[src/rtl/shift_deser_pkg.sv]
// Shared definitions for the shift_deser serial-to-parallel block.
// Holds data width, frame length, counter sizing and the FSM state type.
// Optional feature macro: SHIFT_DESER_PARITY_EN (adds an even-parity bit per frame).
package shift_deser_pkg;

   localparam int DATA_W = 4;

`ifdef SHIFT_DESER_PARITY_EN
   localparam int FRAME_LEN = DATA_W + 1;
`else
   localparam int FRAME_LEN = DATA_W;
`endif

   localparam int CNT_W = 3;

   // Counter value of the bit that closes a frame.
   localparam logic [CNT_W-1:0] LAST_CNT = CNT_W'(FRAME_LEN - 1);

   typedef enum logic {
      IDLE = 1'b0,
      RECV = 1'b1
   } state_t;

   // Even parity: the parity bit equals the XOR of the data bits.
   function automatic logic even_par(input logic [DATA_W-1:0] d);
      return ^d;
   endfunction

endpackage

[src/rtl/deser_core.sv]
// Bit-level receive engine: 4-bit shifter, frame bit counter and IDLE/RECV FSM.
// Ports: clk_i/rst_i; sin_i/sin_vld_i/sof_i in; done_o/word_o/par_err_o describe
// the frame closing this cycle (combinational, valid only while done_o is high).
// Optional feature macro: SHIFT_DESER_PARITY_EN (frame carries a trailing parity bit).
module deser_core
   import shift_deser_pkg::*;
(
   input  logic              clk_i,
   input  logic              rst_i,
   input  logic              sin_i,
   input  logic              sin_vld_i,
   input  logic              sof_i,
   output logic              done_o,
   output logic [DATA_W-1:0] word_o,
   output logic              par_err_o
);

   state_t            state_q;
   logic [CNT_W-1:0]  cnt_q;
   logic [DATA_W-1:0] shift_q;
   logic [DATA_W-1:0] shift_d;

   // Normal shift: MSB of the word arrives first, so new bits enter at bit 0.
   assign shift_d = {shift_q[DATA_W-2:0], sin_i};

   // A frame closes on a qualified bit at the last count. A bit arriving
   // together with sof is always bit 0 of a new frame, so it never closes one.
   assign done_o = sin_vld_i && !sof_i && (state_q == RECV) && (cnt_q == LAST_CNT);

`ifdef SHIFT_DESER_PARITY_EN
   // The closing bit is the parity bit; the data already sits in the shifter.
   assign word_o    = shift_q;
   assign par_err_o = even_par(shift_q) ^ sin_i;
`else
   // The closing bit is the data LSB; present the word as it will be shifted in.
   logic unused_msb;
   assign unused_msb = shift_q[DATA_W-1];
   assign word_o     = shift_d;
   assign par_err_o  = 1'b0;
`endif

   always_ff @(posedge clk_i) begin
      if (rst_i) begin
         state_q <= IDLE;
         cnt_q   <= '0;
         shift_q <= '0;
      end else if (sof_i) begin
         // Realign: any partial frame is thrown away.
         if (sin_vld_i) begin
            state_q <= RECV;
            cnt_q   <= CNT_W'(1);
            shift_q <= {{(DATA_W-1){1'b0}}, sin_i};
         end else begin
            state_q <= IDLE;
            cnt_q   <= '0;
            shift_q <= '0;
         end
      end else if (sin_vld_i) begin
         shift_q <= shift_d;
         case (state_q)
            IDLE: begin
               state_q <= RECV;
               cnt_q   <= CNT_W'(1);
            end
            RECV: begin
               if (cnt_q == LAST_CNT) begin
                  state_q <= IDLE;
                  cnt_q   <= '0;
               end else begin
                  cnt_q   <= cnt_q + CNT_W'(1);
               end
            end
            default: begin
               state_q <= IDLE;
               cnt_q   <= '0;
            end
         endcase
      end
   end

endmodule

[src/rtl/shift_deser.sv]
// Serial deserializer: turns an MSB-first bit stream into 4-bit words with a
// valid/ready output register, a sticky overrun flag and a sticky parity error.
// Ports: clk, rst (sync, active high); sin/sin_vld/sof in; dout/dout_vld/dout_rdy
// handshake; overrun/ovr_clr; parity_err. Word appears one cycle after its last bit.
// Optional feature macro: SHIFT_DESER_PARITY_EN (5-bit frames, parity_err live).
module shift_deser
   import shift_deser_pkg::*;
(
   input  logic              clk,
   input  logic              rst,
   input  logic              sin,
   input  logic              sin_vld,
   input  logic              sof,
   output logic [DATA_W-1:0] dout,
   output logic              dout_vld,
   input  logic              dout_rdy,
   output logic              overrun,
   input  logic              ovr_clr,
   output logic              parity_err
);

   logic              core_done;
   logic [DATA_W-1:0] core_word;
   logic              core_par_err;

   deser_core u_core (
      .clk_i     (clk),
      .rst_i     (rst),
      .sin_i     (sin),
      .sin_vld_i (sin_vld),
      .sof_i     (sof),
      .done_o    (core_done),
      .word_o    (core_word),
      .par_err_o (core_par_err)
   );

   logic [DATA_W-1:0] dout_q, dout_d;
   logic              dout_vld_q, dout_vld_d;
   logic              overrun_q, overrun_d;
   logic              ovr_evt;

   // A completed word can only land if the slot is empty or being drained
   // this very cycle; otherwise it is dropped and recorded as an overrun.
   assign ovr_evt = core_done && dout_vld_q && !dout_rdy;

   always_comb begin
      dout_d     = dout_q;
      dout_vld_d = dout_vld_q;
      if (core_done && !ovr_evt) begin
         dout_d     = core_word;
         dout_vld_d = 1'b1;
      end else if (dout_vld_q && dout_rdy) begin
         dout_vld_d = 1'b0;
      end
   end

   // Set beats clear when both happen together.
   always_comb begin
      overrun_d = overrun_q;
      if (ovr_evt) begin
         overrun_d = 1'b1;
      end else if (ovr_clr) begin
         overrun_d = 1'b0;
      end
   end

   always_ff @(posedge clk) begin
      if (rst) begin
         dout_q     <= '0;
         dout_vld_q <= 1'b0;
         overrun_q  <= 1'b0;
      end else begin
         dout_q     <= dout_d;
         dout_vld_q <= dout_vld_d;
         overrun_q  <= overrun_d;
      end
   end

`ifdef SHIFT_DESER_PARITY_EN
   logic parity_err_q, parity_err_d;

   // Flags every failing frame, including ones dropped by an overrun.
   always_comb begin
      parity_err_d = parity_err_q;
      if (core_done && core_par_err) begin
         parity_err_d = 1'b1;
      end else if (ovr_clr) begin
         parity_err_d = 1'b0;
      end
   end

   always_ff @(posedge clk) begin
      if (rst) begin
         parity_err_q <= 1'b0;
      end else begin
         parity_err_q <= parity_err_d;
      end
   end

   assign parity_err = parity_err_q;
`else
   logic unused_par;
   assign unused_par = core_par_err;
   assign parity_err = 1'b0;
`endif

   assign dout     = dout_q;
   assign dout_vld = dout_vld_q;
   assign overrun  = overrun_q;

endmodule

[config.mk]
export PLATFORM = sky130hd
export DESIGN_NAME = shift_deser
export DESIGN_NICKNAME = d
export VERILOG_FILES = /design/src/rtl/shift_deser_pkg.sv /design/src/rtl/deser_core.sv /design/src/rtl/shift_deser.sv
export SDC_FILE = /design/constraint.sdc
export NUM_CORES = 1
export LEC_CHECK = 0
export CAP_MARGIN = 25
export CORE_MARGIN = 10
export CORE_UTILIZATION = 45
export CTS_CLUSTER_DIAMETER = 120
export DETAILED_ROUTE_END_ITERATION = 6
export GPL_TIMING_DRIVEN = 0
export MAX_ROUTING_LAYER = met4
export PLACE_DENSITY = 0.73
export SYNTH_ARGS = -nofsm -noshare
export SYNTH_HDL_FRONTEND = slang
export SYNTH_SLANG_ARGS = --single-unit
export TNS_END_PERCENT = 50
[constraint.sdc]
create_clock -name clk -period 1.75 [get_ports clk]
set_input_delay 0.175 -clock clk [delete_from_list [all_inputs] [get_ports clk]]
set_output_delay 0.175 -clock clk [all_outputs]
set_load 0.01 [all_outputs]
# == Yosys cells after proc, flatten, opt, wreduce, memory -nomap -nowiden ==
# Cells that the tools add are included.
# W data, S select, Z words.
# classes
addsub,1
eq_ne,1
muxes,17
bitwise_logic,1
reduce_logical,13
# op_table
cell,n
$mux W3,5
$mux W1,10
$logic_and A1 B1 Y1,7
$pmux W3 S2,1
$reduce_bool A2 Y1,3
$add A3 B1 Y3 const B,1
$eq A3 B2 Y1 const B,1
$logic_not A1 Y1,3
$pmux W1 S2,1
$not A1 Y1,1
# word_totals
ff_bits,13
input_bits,7
wordCells,39

# == Longest topological paths before layout ==
# logic_depth
depth_word,9
mapped_depth,4

# == Cells and area by module ==
# A second synthesis with hierarchy kept.
# unflattened
hier_cells,66
area_unflattened_um2,631.9
# modules_own_cells
module,instances,cells_per_inst,area_per_inst_um2,seq_area_each_um2
deser_core,1,37,350.3,140.1
shift_deser,1,29,281.5,120.1

# == Worst setup path before layout ==
# Ideal clock, no wire load.
# synth_timing
kind,reg2reg
from,register u_core.cnt_q[0]
to,register dout_q[0] (netlist: dout[0])
setup_time_ns,0.072
arrival_ns,1.333
setup_slack_ns,0.345
stages_incl_launch_ff,5
n_path_buf,0
period_less_slack_ns,1.405
path_cell_list,dfxtp_1 -> ha_1 -> or3b_4 -> nor3_4 -> mux2i_1
# synth_between
elab_chain_len,6
# synth_rtl
item,line_no,rtl
"start, declared",deser_core.sv:19,logic [CNT_W-1:0] cnt_q;
"start signal, assigned",deser_core.sv:70,cnt_q <= cnt_q + CNT_W'(1);
$eq A3 B2 Y1 (*),deser_core.sv:28,assign done_o = sin_vld_i && !sof_i && (state_q == RECV) && (cnt_q == LAST_CNT);
$logic_and A1 B1 Y1 (*),deser_core.sv:28,
$logic_and A1 B1 Y1 (2 in series),shift_deser.sv:44,assign ovr_evt = core_done && dout_vld_q && !dout_rdy;
$logic_not A1 Y1,shift_deser.sv:49,if (core_done && !ovr_evt) begin
$logic_and A1 B1 Y1 (*),shift_deser.sv:49,
"end signal, assigned",shift_deser.sv:73,dout_q <= dout_d;
"end, declared",shift_deser.sv:37,"logic [DATA_W-1:0] dout_q, dout_d;"
# Mark *: on every way between the ends. The rest lies on a longest branch, timed or not.
# A chain may end at the register's enable or synchronous reset.

# == Worst setup path in the final report ==
# Ends and elaborated chain as after synthesis.

==> flow_summary.ini <==
[global_routing]
grt_pass1_vias = 450
track_usage = 0.0814
grt_overflow = 0
antenna_found_initial = 0
grt_max_degree = 11
grt_pass1_wl_um = 2030

[critical_path]
crit_type = flip-flop to flip-flop
path_cells = ha_1 > or3b_4 > nor3_4 > mux2i_1
worst_path_max_delay_cell = or3b_4
crit_required_ps = 1970
ff2ff_setup_slack_ps = 210
max_stage_delay_ps = 400
critPathMaxFanout = 4
rr_startpoint = u_core.cnt_q[0]
worst_r2r_path_depth = 4
start_kind = flip-flop
cp.arrival_ps = 1760
crit_path_start = u_core.cnt_q[0]
cp-end-kind = flip-flop
r2r-end = dout[0]

[pwr]
switching_share = 0.241
power_frac_seq = 0.560
p_clk_frac = 0.352
p_int_uw = 415
power_frac_comb = 0.088
vdd_drop_max_mv = 0.410
powerDensity_nw_per_um2 = 730
p_total_uw = 546
leakage_uw = 0.000284
p_sw_uw = 132

[yosys]
synth_warnings = 0
synth_cells = 62
synth_fa_ha_area_frac = 0.0211
synth-xor-area-share = 0
synthMuxAreaShare = 0.101
yosys.area_share.simple = 0.293
ys_seq_elements = 13
synth_top_family_by_area = simple AND/OR/NAND/NOR gates
synthDistinctLibCells = 23
synth_compound_area_frac = 0.0802
synth_fp_nets = 70
synthesis.area_um2 = 593
syn_avg_cell_area_um2 = 9.57
seq_area_frac_synth = 0.439

[clock_network]
cts_buffer_depth = 2
htreeDepth = 1
hold_buffers = 0
clock-sinks = 13
cts.reportedPaths.clkPinSlew_ps = 80
insertion_delay_ps = 280
cts_root_buf = clkbuf_4
numCtsBuffers = 3
cts_setup_buffers = 0
cts_tree = yes
cts-resized-gates = 0

[finish]
nFillCells = 119
diodes = 0
postLayoutCellArea_um2 = 748
areaGrowthSynthToFinish_pct = 26.2
fin_util = 0.590
finalNetCount = 86
layout-drive-gt1-share = 0.117

[placement]
numPortBuffers = 11
gp_congestion = 0.693
pre_cts_slack_ps = 218
dpl_cell_area_um2 = 722

[sta]
hold_viol = 0
finalCritPeriodShare = 0.880
fin_ws_ps = 209
post-route-min-period_ps = 1540
drv_slew = 0
setup_violations = 0
fin_tns_setup_ps = 0
fmax_ghz = 0.649
rsz0062_at_grt = no
fin_skew_ps = 6.05

[hold_path]
hold_path_class = input port to flip-flop
hold_path_startpoint = sof
hold_depth = 2
holdPathEnd = u_core.shift_q[1]

[route]
drt_first_pass_iters = 3
post_drt_via_cell_ratio = 5.04
routed_wl_um = 1150
ant_nets = 0
routed-via-count = 464
wire_per_inst_um = 12.5
drt_iter0_markers = 2
drc = 0

[die]
num_rows = 13
die-area_um2 = 3170
io_pins = 14
die_y_um = 56.3
die_w_um = 56.3
core_um2 = 1270
start_util = 0.467

[run_status]
status = complete, no violations

[flow_run]
max_cap_violations = 0
-- synth_stat cells --
library cell  number  area, um2
dfxtp_1           13        260
inv_1              2       7.51
a31oi_1            2       12.5
o21ai_0            1       5.00
buf_2              1       5.00
and3_1             1       6.26
a21oi_1            4       20.0
nand4_1            1       6.26
nand2_4            1       11.3
mux2i_1            6       60.1
ha_1               1       12.5
nor3b_1            2       15.0
buf_4              1       7.51
nor2b_1            2       12.5
buf_6              1       11.3
nand2b_1           9       56.3
conb_1             1       3.75
nor2_1             5       18.8
clkbuf_1           1       3.75
nor3_1             4       20.0
or3b_4             1       11.3
a41o_1             1       10.0
nor3_4             1       16.3
-- metal layers --
metal | wire, um | up-vias | global-route usage | part of all wire
met4 | 53 | 0 | 0.0825 | 0.046
met5 | 0 | - | - | 0
met2 | 488 | 12 | 0.105 | 0.42
met3 | 39 | 5 | 0.0180 | 0.034
li1 | - | 239 | - | -
met1 | 568 | 208 | 0.0982 | 0.49
-- cell families (layout without fill, tap and decap cells) --
logic type	count (synthesis)	count (layout)
and+or+nand+nor	27	27
DFF	13	13
AOI/OAI and AO/OA	8	8
muxes	6	6
buffers and inverters	6	21
adders and majority gates	1	1
other	1	1
-- worst max-delay path, delay by kind of cell, from the launching register on --
family                     cells  cell delay, ps
and+or+nand+nor                2             700
DFF                            1             360
muxes                          1             220
adders and majority gates      1             190
-- through the flow --
stage | instances | hold slack, ps
floorplan | 62 | 316
global placement | 88 | 383
detailed placement | 88 | 391
CTS | 92 | 83.8
global route | 92 | 80.6
finish | 92 | 91.5
-- area by class of cell --
cell class / instances / area [um2] / area share
Timing Repair Buffer: 11 / 110 / 0.147
Inverter: 2 / 7.51 / 0.0100
Multi-Input combinational cell: 43 / 298 / 0.398
Tap cell: 15 / 18.8 / 0.0251
Buffer: 4 / 27.5 / 0.0368
Sequential cell: 13 / 260 / 0.348
Clock buffer: 4 / 26.3 / 0.0351
-- power groups by stage --
stage	Sequential [uW]	Clock (uW)	Combinational [uW]
floorplan	312	0	29.4
global placement	313	0	46.8
detailed placement	313	0	47.9
CTS	306	199	48.0
global route	307	214	52.8
finish	306	192	47.9
-- state kept, by name (all words and copies together), names as in the netlist --
name and cells:
dout_vld 1, u_core.shift_q 3, u_core.state_q 1, u_core.cnt_q 3, overrun 1, dout 4
-- placed cells by master (no fill, tap or decap), drive strengths merged --
cell           Yosys  layout
dfxtp             13      13
clkdlybuf4s50      0      11
nand2b             9       9
mux2i              6       6
nor2               5       5
nor3               5       5
clkbuf             1       5
a21oi              4       4
buf                3       3
inv                2       2
nor2b              2       2
nor3b              2       2
a31oi              2       2
a41o               1       1
nand2              1       1
or3b               1       1
nand4              1       1
o21ai              1       1
and3               1       1
ha                 1       1
conb               1       1
-- worst max path at each step --
| stage | endpoint | slack, ps |
|---|---|---|
| final | dout[0] | 210 |
| after global routing | dout[0] | 110 |
| after CTS | dout[0] | 200 |
| after detailed placement | dout[0] | 220 |
| after global placement | dout[0] | 230 |
| after floorplan | dout[0] | 340 |
Note: power is estimated with default switching activity, not from simulation.
